$ cat config.mk
export PLATFORM = sky130hd
export DESIGN_NAME = dma_reg_bank_flat
export DESIGN_NICKNAME = d
export VERILOG_FILES = /design/src/rtl/dma_reg_bank_if.sv /design/src/rtl/dma_reg_bank.sv /design/src/flat_wrapper.sv
export SDC_FILE = /design/constraint.sdc
export NUM_CORES = 1
export LEC_CHECK = 0
export ABC_AREA = 1
export CORE_MARGIN = 3
export CORE_UTILIZATION = 30
export DETAILED_ROUTE_END_ITERATION = 7
export PLACE_DENSITY_LB_ADDON = 0.05
export SLEW_MARGIN = 20
export SYNTH_ARGS = -nofsm -noshare
export SYNTH_HDL_FRONTEND = slang
export SYNTH_SLANG_ARGS = --single-unit
export TNS_END_PERCENT = 30
$ cat constraint.sdc
create_clock -name clk -period 12.94 [get_ports clk]
set_input_delay 1.294 -clock clk [delete_from_list [all_inputs] [get_ports clk]]
set_output_delay 1.294 -clock clk [all_outputs]
set_load 0.02 [all_outputs]
$ cat src/rtl/dma_reg_bank_if.sv
// Register bus between a host and the DMA register bank.
// Reads are registered: rdata and rd_valid follow rd_en by one cycle.
interface dma_reg_bank_if #(
  parameter int BUS_AW = 12
);
  logic              wr_en;
  logic              rd_en;
  logic [BUS_AW-1:0] addr;
  logic [31:0]       wdata;
  logic [31:0]       rdata;
  logic              rd_valid;

  modport master (output wr_en, rd_en, addr, wdata, input rdata, rd_valid);
  modport slave  (input wr_en, rd_en, addr, wdata, output rdata, rd_valid);
endinterface

$ cat src/rtl/dma_reg_bank.sv
// Multi-channel DMA register bank: per-channel SRC/DST/LEN/CTRL/STATUS,
// start pulses to the engine, W1C status and one aggregated interrupt.
module dma_reg_ch #(
  parameter int DMA_AW = 32,
  parameter int LEN_W  = 16
) (
  input  logic              clk,
  input  logic              rst,
  input  logic              wr,
  input  logic [2:0]        off,
  input  logic [31:0]       wdata,
  input  logic              eng_done,
  input  logic              eng_err,
  output logic              start,
  output logic              ie,
  output logic              busy,
  output logic              done,
  output logic              err,
  output logic [DMA_AW-1:0] src,
  output logic [DMA_AW-1:0] dst,
  output logic [LEN_W-1:0]  len
);
  logic wr_ctrl, wr_src, wr_dst, wr_len, wr_stat;
  logic launch, len_err, done_set, err_set, done_clr, err_clr;
  logic unused_wdata;

  assign wr_ctrl = wr && (off == 3'd0);
  assign wr_src  = wr && (off == 3'd1);
  assign wr_dst  = wr && (off == 3'd2);
  assign wr_len  = wr && (off == 3'd3);
  assign wr_stat = wr && (off == 3'd4);

  assign launch   = wr_ctrl && wdata[0] && !busy && (len != '0);
  assign len_err  = wr_ctrl && wdata[0] && !busy && (len == '0);
  // engine pulses only count while a transfer is outstanding
  assign done_set = busy && eng_done;
  assign err_set  = (busy && eng_err) || len_err;
  assign done_clr = launch || (wr_stat && wdata[1]);
  assign err_clr  = launch || (wr_stat && wdata[2]);
  assign unused_wdata = ^wdata;

  always_ff @(posedge clk or posedge rst) begin
    if (rst) begin
      start <= 1'b0;
      ie    <= 1'b0;
      busy  <= 1'b0;
      done  <= 1'b0;
      err   <= 1'b0;
      src   <= '0;
      dst   <= '0;
      len   <= '0;
    end else begin
      start <= launch;
      if (wr_ctrl) ie <= wdata[1];
      if (launch) busy <= 1'b1;
      else if (busy && (eng_done || eng_err)) busy <= 1'b0;
      // set beats a same-cycle W1C
      if (done_set) done <= 1'b1;
      else if (done_clr) done <= 1'b0;
      if (err_set) err <= 1'b1;
      else if (err_clr) err <= 1'b0;
      if (!busy) begin
        if (wr_src) src <= wdata[DMA_AW-1:0];
        if (wr_dst) dst <= wdata[DMA_AW-1:0];
        if (wr_len) len <= wdata[LEN_W-1:0];
      end
    end
  end
endmodule

module dma_reg_bank #(
  parameter int          NUM_CH  = 4,
  parameter int          BUS_AW  = 12,
  parameter int          DMA_AW  = 32,
  parameter int          LEN_W   = 16,
  parameter logic [31:0] VERSION = 32'h0002_0000
) (
  input  logic                     clk,
  input  logic                     rst,
  dma_reg_bank_if.slave            bus,
  output logic [NUM_CH-1:0]        ch_start,
  output logic [NUM_CH*DMA_AW-1:0] ch_src,
  output logic [NUM_CH*DMA_AW-1:0] ch_dst,
  output logic [NUM_CH*LEN_W-1:0]  ch_len,
  input  logic [NUM_CH-1:0]        ch_done,
  input  logic [NUM_CH-1:0]        ch_err,
  output logic                     irq
);
  logic [NUM_CH-1:0] ie, busy, done, err, int_status;
  logic              hi_zero, glb;
  logic [3:0]        ch_sel;
  logic [2:0]        off;
  logic [31:0]       rd_val;
  logic              unused_addr;

  // anything at or above 0x400 is unmapped
  assign hi_zero     = (bus.addr >> 10) == BUS_AW'(0);
  assign glb         = bus.addr[9];
  assign ch_sel      = bus.addr[8:5];
  assign off         = bus.addr[4:2];
  assign int_status  = ie & (done | err);
  assign unused_addr = ^bus.addr[1:0];

  for (genvar c = 0; c < NUM_CH; c++) begin : g_ch
    dma_reg_ch #(.DMA_AW(DMA_AW), .LEN_W(LEN_W)) u_ch (
      .clk      (clk),
      .rst      (rst),
      .wr       (bus.wr_en && hi_zero && !glb && (ch_sel == 4'(c))),
      .off      (off),
      .wdata    (bus.wdata),
      .eng_done (ch_done[c]),
      .eng_err  (ch_err[c]),
      .start    (ch_start[c]),
      .ie       (ie[c]),
      .busy     (busy[c]),
      .done     (done[c]),
      .err      (err[c]),
      .src      (ch_src[c*DMA_AW +: DMA_AW]),
      .dst      (ch_dst[c*DMA_AW +: DMA_AW]),
      .len      (ch_len[c*LEN_W +: LEN_W])
    );
  end

  always_comb begin
    rd_val = '0;
    if (hi_zero) begin
      if (glb) begin
        if (bus.addr[8:2] == 7'd0) rd_val[NUM_CH-1:0] = int_status;
        else if (bus.addr[8:2] == 7'd1) rd_val = VERSION;
      end else begin
        for (int c = 0; c < NUM_CH; c++) begin
          if (ch_sel == 4'(c)) begin
            case (off)
              3'd0: rd_val[1] = ie[c];
              3'd1: rd_val[DMA_AW-1:0] = ch_src[c*DMA_AW +: DMA_AW];
              3'd2: rd_val[DMA_AW-1:0] = ch_dst[c*DMA_AW +: DMA_AW];
              3'd3: rd_val[LEN_W-1:0] = ch_len[c*LEN_W +: LEN_W];
              3'd4: rd_val[2:0] = {err[c], done[c], busy[c]};
              default: rd_val = '0;
            endcase
          end
        end
      end
    end
  end

  always_ff @(posedge clk or posedge rst) begin
    if (rst) begin
      bus.rdata    <= '0;
      bus.rd_valid <= 1'b0;
      irq          <= 1'b0;
    end else begin
      bus.rd_valid <= bus.rd_en;
      if (bus.rd_en) bus.rdata <= rd_val;
      irq <= |int_status;
    end
  end
endmodule

$ cat src/flat_wrapper.sv
// flat-port wrapper written by rule: the top's interface ports become plain ports
module dma_reg_bank_flat 
#(
  parameter int          NUM_CH  = 4,
  parameter int          BUS_AW  = 12,
  parameter int          DMA_AW  = 32,
  parameter int          LEN_W   = 16,
  parameter logic [31:0] VERSION = 32'h0002_0000
)
  (clk, rst, ch_start, ch_src, ch_dst, ch_len, ch_done, ch_err, irq, bus_wr_en, bus_rd_en, bus_addr, bus_wdata, bus_rdata, bus_rd_valid);
  dma_reg_bank_if #(.BUS_AW(BUS_AW)) bus_i ();
  input  logic clk;
  input  logic rst;
  output logic [NUM_CH-1:0] ch_start;
  output logic [NUM_CH*DMA_AW-1:0] ch_src;
  output logic [NUM_CH*DMA_AW-1:0] ch_dst;
  output logic [NUM_CH*LEN_W-1:0] ch_len;
  input  logic [NUM_CH-1:0] ch_done;
  input  logic [NUM_CH-1:0] ch_err;
  output logic irq;
  input wire logic [$bits(bus_i.wr_en)-1:0] bus_wr_en;
  input wire logic [$bits(bus_i.rd_en)-1:0] bus_rd_en;
  input wire logic [$bits(bus_i.addr)-1:0] bus_addr;
  input wire logic [$bits(bus_i.wdata)-1:0] bus_wdata;
  output wire logic [$bits(bus_i.rdata)-1:0] bus_rdata;
  output wire logic [$bits(bus_i.rd_valid)-1:0] bus_rd_valid;
  assign bus_i.wr_en = bus_wr_en;
  assign bus_i.rd_en = bus_rd_en;
  assign bus_i.addr = bus_addr;
  assign bus_i.wdata = bus_wdata;
  assign bus_rdata = bus_i.rdata;
  assign bus_rd_valid = bus_i.rd_valid;
  dma_reg_bank #(.NUM_CH(NUM_CH), .BUS_AW(BUS_AW), .DMA_AW(DMA_AW), .LEN_W(LEN_W), .VERSION(VERSION)) u_core (.clk(clk), .rst(rst), .bus(bus_i), .ch_start(ch_start), .ch_src(ch_src), .ch_dst(ch_dst), .ch_len(ch_len), .ch_done(ch_done), .ch_err(ch_err), .irq(irq));
endmodule
==> results by group, run 1 <==
Run status
  – Outcome: completed

Pwr
  – Total chip power: 2.67 mW
  – P per Cell Area: about 120 nW/µm²
  – Worst VDD drop: 0.0768 mV
  – Static Leak: 9.95 nW

Worst setup path
  – Cells on worst reg2reg path: 6
  – Crit path from: bus_addr[5]
  – CP startpoint kind: input pin
  – CP endpoint kind: flip-flop
  – WS Path Type: input pin to flip-flop
  – Worst EP required: 13.35 ns
  – Reg2reg start: u_core.g_ch[3].u_ch.len[8]$_DFFE_PP0P_
  – Setup crit end: u_core.g_ch[3].u_ch.src[11]$_DFFE_PP0P_
  – Critical path's slowest cell: nor2_4
  – FF-to-FF End: u_core.g_ch[3].u_ch.err$_DFFE_PP0P_
  – Internal reg-to-reg setup slack: between 10 and 15 ns
  – Worst path arrival time: 4.75 ns
  – Top cell by count, worst path: inv_2
  – Worst path cell trace: clkdlybuf4s50_1 > inv_2 > nor2_4 > inv_2 > nor2_4 > nand2_2 > inv_2 > nand2_2 > buf_4 > nand2_1 > o21ai_1
  – Biggest fanout along the worst timing path: 64
  – CP peak stage delay: 0.75 ns

Detailed routing
  – Routed WL per cell: 23.1 µm
  – Remaining antenna violation count after routing: 0
  – Vias per Instance: 4.92
  – DR vias: around 16000
  – Top Metal Used: met5
  – M1 wire length: 28900 µm
  – DRT iter0 DRCs: 947
  – Metal2 WL: between 30000 and 40000 µm
  – DRC Markers: 0
  – DRT Pass-1 Iters: 5
  – Routed wl met3: 5440 µm
  – Drt total wl: 72900 µm

Final layout
  – Net count, final: 2432
  – Fraction of layout cells with a size suffix above 1: under 10%
  – FILL cells: 5767
  – Antenna diodes: 0
  – Layout area overhead: 35.4%

STA
  – Final setup fails: 0
  – Final-report max-slew violation count: 0
  – Slew margin rel.: 31.1%
  – Min setup slack post-route: 8.61 ns
  – Minimum clock period: between 4 and 5 ns
  – Slew @ Worst Pin: 1.03 ns
  – RSZ-0062 raised after global routing: no
  – Sum Neg Setup Slack: 0 ns
  – Final Skew: between 0.015 and 0.02 ns
  – Max Freq: around 230 MHz
  – Final hold viol count: 0
  – Period utilization: 33.5%

GRT
  – Initial antenna violation count: 2
  – GRT overflow: 0
  – Vias in the first global route: 15500
  – Largest net degree at the start of global routing: 163
  – GRT Total Usage: 24.3%
  – First-pass GRT wire length: ~110000 µm

Logic synthesis
  – Post-synthesis xor/xnor area fraction: 0%
  – Post-synthesis adder-cell area fraction: 0%
  – Most frequent cell after synthesis: nand2_1
  – Synth top area cells: dfrtp_1 (55%), nand2_1 (17%), o21ai_1 (5.3%)
  – Yosys top cell by area: dfrtp_1
  – Unique masters post-synth: 37
  – Mux contribution to synthesized area: 0%
  – Seq/Total Area, Yosys: 55.2%
  – EDFF count, synth: 0
  – Top cell type's share of synthesized area: 55.2%
  – Syn nets: 2091
  – Yosys reg bits: 374
  – Largest family of logic cells by synthesized area: simple AND/OR/NAND/NOR gates
  – Synthesized area: about 17000 µm²
  – Simple logic cell fraction of the synthesized area: 24.7%
  – Post-synth ARST share: 100%
  – Commonest cells in the netlist: nand2_1 (778), dfrtp_1 (374), o21ai_1 (179), o21ai_0 (177), inv_1 (94)
  – Synth Area per Inst: 8.32 µm²
  – Synth Area in Compound Gates: between 10% and 20%
  – Yosys warnings: 0
  – Mapped Cells: 2035
  – Most used DFF post-synth: dfrtp_1

Die
  – Io pins: a little over 400
  – Full die area: ~60000 µm²
  – Rows: 86
  – Die X: 244 µm
  – Die height: 244 µm
  – Initial Util: 30.5%
  – Core Area: between 50000 and 60000 µm²

Clock tree
  – CTS tree: done
  – Post_cts resized: 0
  – Htree depth: 2
  – Clock buffer depth: 3
  – Postcts setup bufs: 0
  – Clk_lat worst skew: 0.57 ns
  – Clock Root Buffer: clkbuf_16
  – CTS Hold Bufs: 0
  – Count of clock tree sinks: around 370
  – Cts bufs inserted: between 40 and 50
  – Reg clk slew, reported paths: 0.06 ns

Place
  – Pre-CTS setup slack: roughly 7.8 ns
  – Final Wtd Congestion: 0.860
  – Port-buffer cells: 411
  – Hpwl dp: 51200 µm

Hold path
  – Hold path depth: 2
  – Hold Path Class: flip-flop to flip-flop

Flow run
  – Max_cap viols: 0
## power breakdown
part / leakage (nW) / switching (mW) / internal [mW]
logic: 4.03 / 0.136 / 0.0596
registers: 5.20 / 0.0166 / 1.19
clock network: 0.717 / 0.514 / 0.761
## stage by stage
stage          hold slack, ns  instance area (µm²)  instances  util [%]
2_1_floorplan           0.464                16900       2035         -
3_3_place_gp            0.464                21500       3076      38.7
3_5_place_dp            0.469                21500       3076      38.7
4_1_cts                 0.485                22900       3155      41.3
5_1_grt                 0.504                22900       3155      41.3
6_report                0.479                22900       3155      41.3
## worst min-delay path by stage
stage | startpoint | slack (ns) | end
floorplan | u_core.g_ch[3].u_ch.busy$_DFFE_PP0P_ | 0.46 | u_core.g_ch[3].u_ch.done$_DFFE_PP0P_
global placement | u_core.bus.rdata[16]$_DFFE_PP0P_ | 0.46 | u_core.bus.rdata[16]$_DFFE_PP0P_
detailed placement | u_core.bus.rdata[9]$_DFFE_PP0P_ | 0.47 | u_core.bus.rdata[9]$_DFFE_PP0P_
CTS | u_core.bus.rdata[5]$_DFFE_PP0P_ | 0.48 | u_core.bus.rdata[5]$_DFFE_PP0P_
global route | u_core.bus.rdata[5]$_DFFE_PP0P_ | 0.50 | u_core.bus.rdata[5]$_DFFE_PP0P_
finish | u_core.bus.rdata[25]$_DFFE_PP0P_ | 0.48 | u_core.bus.rdata[25]$_DFFE_PP0P_
## flip-flops by register name, summed over array words and instances, names as in the netlist, 4 cells and up
signal                  count
u_core.g_ch.u_ch.src      128
u_core.g_ch.u_ch.dst      128
u_core.g_ch.u_ch.done       4
u_core.g_ch.u_ch.len       64
u_core.g_ch.u_ch.busy       4
u_core.g_ch.u_ch.ie         4
u_core.g_ch.u_ch.err        4
u_core.g_ch.u_ch.start      4
u_core.bus.rdata           32
## layout by cell type, fill, tap and decap left out, types with 2 or more instances in the layout
cell,count
a21oi_1,18
a22o_1,16
a22oi_1,2
and2_1,2
buf_4,13
bufinv_16,2
clkbuf_1,15
clkbuf_16,47
clkbuf_8,10
clkdlybuf4s50_1,411
clkinv_2,4
dfrtp_1,374
inv_1,93
inv_2,9
nand2_1,777
nand2_2,9
nand2_4,2
nand3_1,89
nand3_2,3
nand3_4,5
nand4_1,46
nor2_1,24
nor2_2,5
nor2_4,4
nor2_8,2
nor3_1,8
nor4_1,6
o2111ai_1,2
o211ai_1,25
o21ai_0,177
o21ai_1,179
o22ai_1,2
o31ai_1,11
or2_2,5
## worst max-delay path, delay by kind of cell
kind            cells  cell delay, ns
simple gates        5            1.35
buf+inv             5            1.90
compound gates      1            0.07
## cells by family after synthesis
logic type | after synthesis
buf+inv | 238
compound gates | 434
flops | 374
simple gates | 989
## routing by layer
metal	vias up	track usage [%]
met4	4	6.59
met2	431	43.1
met1	7601	28.5
li1	7384	-
met3	101	7.19
met5	-	0
## final cells by class
| cell class | instances | area (µm²) | share of cell area, % |
|---|---|---|---|
| Sequential cell | 374 | 9360 | 40.8 |
| Multi-Input combinational cell | 1423 | 6540 | 28.5 |
| Timing Repair Buffer | 426 | 4240 | 18.5 |
| Clock buffer | 72 | 1370 | 5.97 |
| Tap cell | 748 | 936 | 4.08 |
| Inverter | 105 | 404 | 1.76 |
| Clock inverter | 7 | 88.8 | 0.387 |
Note: power is estimated with default switching activity, not from simulation.
==> run 2, diff against run 1 <==
==> constraint.sdc (replaced) <==
create_clock -name clk -period 4.5 [get_ports clk]
set_input_delay 0.45 -clock clk [delete_from_list [all_inputs] [get_ports clk]]
set_output_delay 0.45 -clock clk [all_outputs]
set_load 0.02 [all_outputs]
==> run 2 against run 1 <==
Compared with the run above: clock-buffer cell count stayed put; utilization increased by 0.44 points; global-route usage up 0.069 points; hold slack worse by 0.24 ns; total power grew to 2.9 times the previous value; non-clock buffer count up 16; clock power rose to 2.9 times the previous value; critical path type unchanged; largest power group unchanged.
==> results by group, run 2 (synthesis results as in run 1) <==
Die
  – Core Area: 55500 µm² (unchanged)
  – Die height: 244 µm (unchanged)
  – Io pins: 414 (unchanged)
  – Rows: 86 (unchanged)
  – Initial Util: 30.5% (unchanged)
  – Full die area: 59400 µm² (unchanged)
  – Die X: 244 µm (unchanged)

Clock tree
  – Postcts setup bufs: 0 (unchanged)
  – Clock buffer depth: 3 (unchanged)
  – Reg clk slew, reported paths: 0.06 ns (about the same)
  – CTS tree: done
  – Cts bufs inserted: 45 (-2.2%)
  – Post_cts resized: 0 (unchanged)
  – Clock Root Buffer: clkbuf_16
  – Count of clock tree sinks: 374 (unchanged)
  – Clk_lat worst skew: 0.57 ns (about the same)
  – Htree depth: 2 (unchanged)
  – CTS Hold Bufs: 0 (unchanged)

Pwr
  – Worst VDD drop: 0.235 mV (+210%)
  – P per Cell Area: 334 nW/µm² (+190%)
  – Static Leak: 10.1 nW (+1.2%)

Worst setup path
  – CP startpoint kind: input pin
  – CP peak stage delay: 0.95 ns (+0.20 ns)
  – Crit path from: bus_addr[3]
  – Worst path cell trace: clkdlybuf4s50_1 > nand3_2 > inv_2 > nand3_2 > o21ai_0
  – Critical path's slowest cell: clkdlybuf4s50_1
  – WP buf/inv: 2 (-3)
  – Internal reg-to-reg setup slack: 2.46 ns (-8.32 ns)
  – Top cell by count, worst path: nand3_2
  – Worst EP required: 4.97 ns (-8.38 ns)
  – WS Path Type: input pin to flip-flop
  – CP endpoint kind: flip-flop
  – FF-to-FF End: u_core.g_ch[3].u_ch.err$_DFFE_PP0P_
  – Largest delay share family, worst path: buffers and inverters
  – Worst path arrival time: 3.31 ns (-1.44 ns)
  – Biggest fanout along the worst timing path: 34 (-47%)
  – Reg2reg start: u_core.g_ch[3].u_ch.len[11]$_DFFE_PP0P_
  – Cells on worst reg2reg path: 6 (unchanged)

Detailed routing
  – DRC Markers: 0 (unchanged)
  – DRT iter0 DRCs: 1105 (+17%)
  – DR vias: 15700 (+0.94%)
  – Remaining antenna violation count after routing: 0 (unchanged)
  – Drt total wl: 73100 µm (+0.22%)
  – DRT Pass-1 Iters: 5 (unchanged)
  – Routed WL per cell: 23.0 µm (-0.29%)
  – Vias per Instance: 4.94 (+0.43%)

Hold path
  – Hold Path Class: input pin to async pin

Place
  – Port-buffer cells: 411 (unchanged)
  – Final Wtd Congestion: 0.914 (+6.3%)
  – Hpwl dp: 52400 µm (+2.2%)

Final layout
  – Net count, final: 2447 (+0.62%)
  – Fraction of layout cells with a size suffix above 1: 5.90% (+0.58 points)
  – Largest registers: u_core.g_ch.u_ch.dst: 128 flops, u_core.g_ch.u_ch.src: 128 flops, u_core.g_ch.u_ch.len: 64 flops
  – Layout area overhead: 36.9%
  – Most frequent cells in the layout: nand2_1 (778), clkdlybuf4s50_1 (411), dfrtp_1 (374)
  – FILL cells: 5621 (-2.5%)
  – Antenna diodes: 0 (unchanged)
  – Commonest non-fill, non-tap cell in the layout: nand2_1
  – Final Util: 41.8% (+0.44 points)

STA
  – Max Freq: about 350 MHz
  – Final Skew: 0.0154 ns (-0.00345 ns)
  – Final hold viol count: 0 (unchanged)
  – Sum Neg Setup Slack: 0 ns (unchanged)
  – Final setup fails: 0 (unchanged)
  – Minimum clock period: about 2.8 ns
  – Slew @ Worst Pin: 0.969 ns (-0.0640 ns)
  – RSZ-0062 raised after global routing: no
  – Final-report max-slew violation count: 0 (unchanged)
  – Slew margin rel.: 35.2% (+4.1 points)
  – Period utilization: 63.1%

GRT
  – GRT overflow: 0 (unchanged)
  – First-pass GRT wire length: 108000 µm (+0.46%)
  – Vias in the first global route: 15600 (+0.69%)
  – GRT Total Usage: 24.3% (+0.069 points)
  – Initial antenna violation count: 0 (-2)
  – Largest net degree at the start of global routing: 118 (-28%)

Flow run
  – Max_cap viols: 0 (unchanged)

Run status
  – Outcome: completed
## run 2: stage by stage
stage	total power, mW	instances	hold slack, ns	area [µm²]	worst slack, ns
4_1_cts	7.84	3171	0.222	23200	1.62
2_1_floorplan	3.79	2035	0.464	16900	-0.972
6_report	7.74	3171	0.242	23200	1.66
3_3_place_gp	4.11	3092	0.465	21700	1.14
3_5_place_dp	4.11	3092	0.465	21700	1.01
5_1_grt	8.03	3171	0.261	23200	1.37
## run 2: area by class of cell
cell class	count	area (µm²)	area share, %
flip-flops and latches	374	9360	40.4
multi-input cells	1423	6540	28.2
repair buffers	442	4470	19.3
clock buffers	72	1360	5.86
well taps	748	936	4.04
inverters	105	400	1.73
clock inverters	7	121	0.523
## run 2: where the power goes
| part | internal (mW) | switching [mW] | leakage (nW) |
|---|---|---|---|
| Sequential | 3.41 | 0.0481 | 5.20 |
| Combinational | 0.183 | 0.392 | 4.14 |
| Clock | 2.23 | 1.48 | 0.725 |
| Total | 5.83 | 1.92 | 10.1 |
## run 2: worst max path at each step
stage / to / slack (ns) / cells after the start
finish: u_core.g_ch[2].u_ch.len[14]$_DFFE_PP0P_ / 1.66 / 5
detailed placement: u_core.g_ch[2].u_ch.len[13]$_DFFE_PP0P_ / 1.01 / 5
global route: u_core.g_ch[2].u_ch.len[10]$_DFFE_PP0P_ / 1.37 / 5
global placement: u_core.g_ch[1].u_ch.len[11]$_DFFE_PP0P_ / 1.14 / 5
floorplan: u_core.bus.rd_valid$_DFF_PP0_ / -0.97 / 1
CTS: u_core.g_ch[2].u_ch.len[13]$_DFFE_PP0P_ / 1.62 / 5
## run 2: routing by layer
| metal | global-route usage, % | routed length [µm] | up-vias |
|---|---|---|---|
| li1 | - | - | 7424 |
| met2 | 43.1 | 37000 | 486 |
| met4 | 5.96 | 1630 | 0 |
| met5 | 0 | 0 | - |
| met1 | 29.8 | 29300 | 7674 |
| met3 | 5.80 | 5150 | 83 |
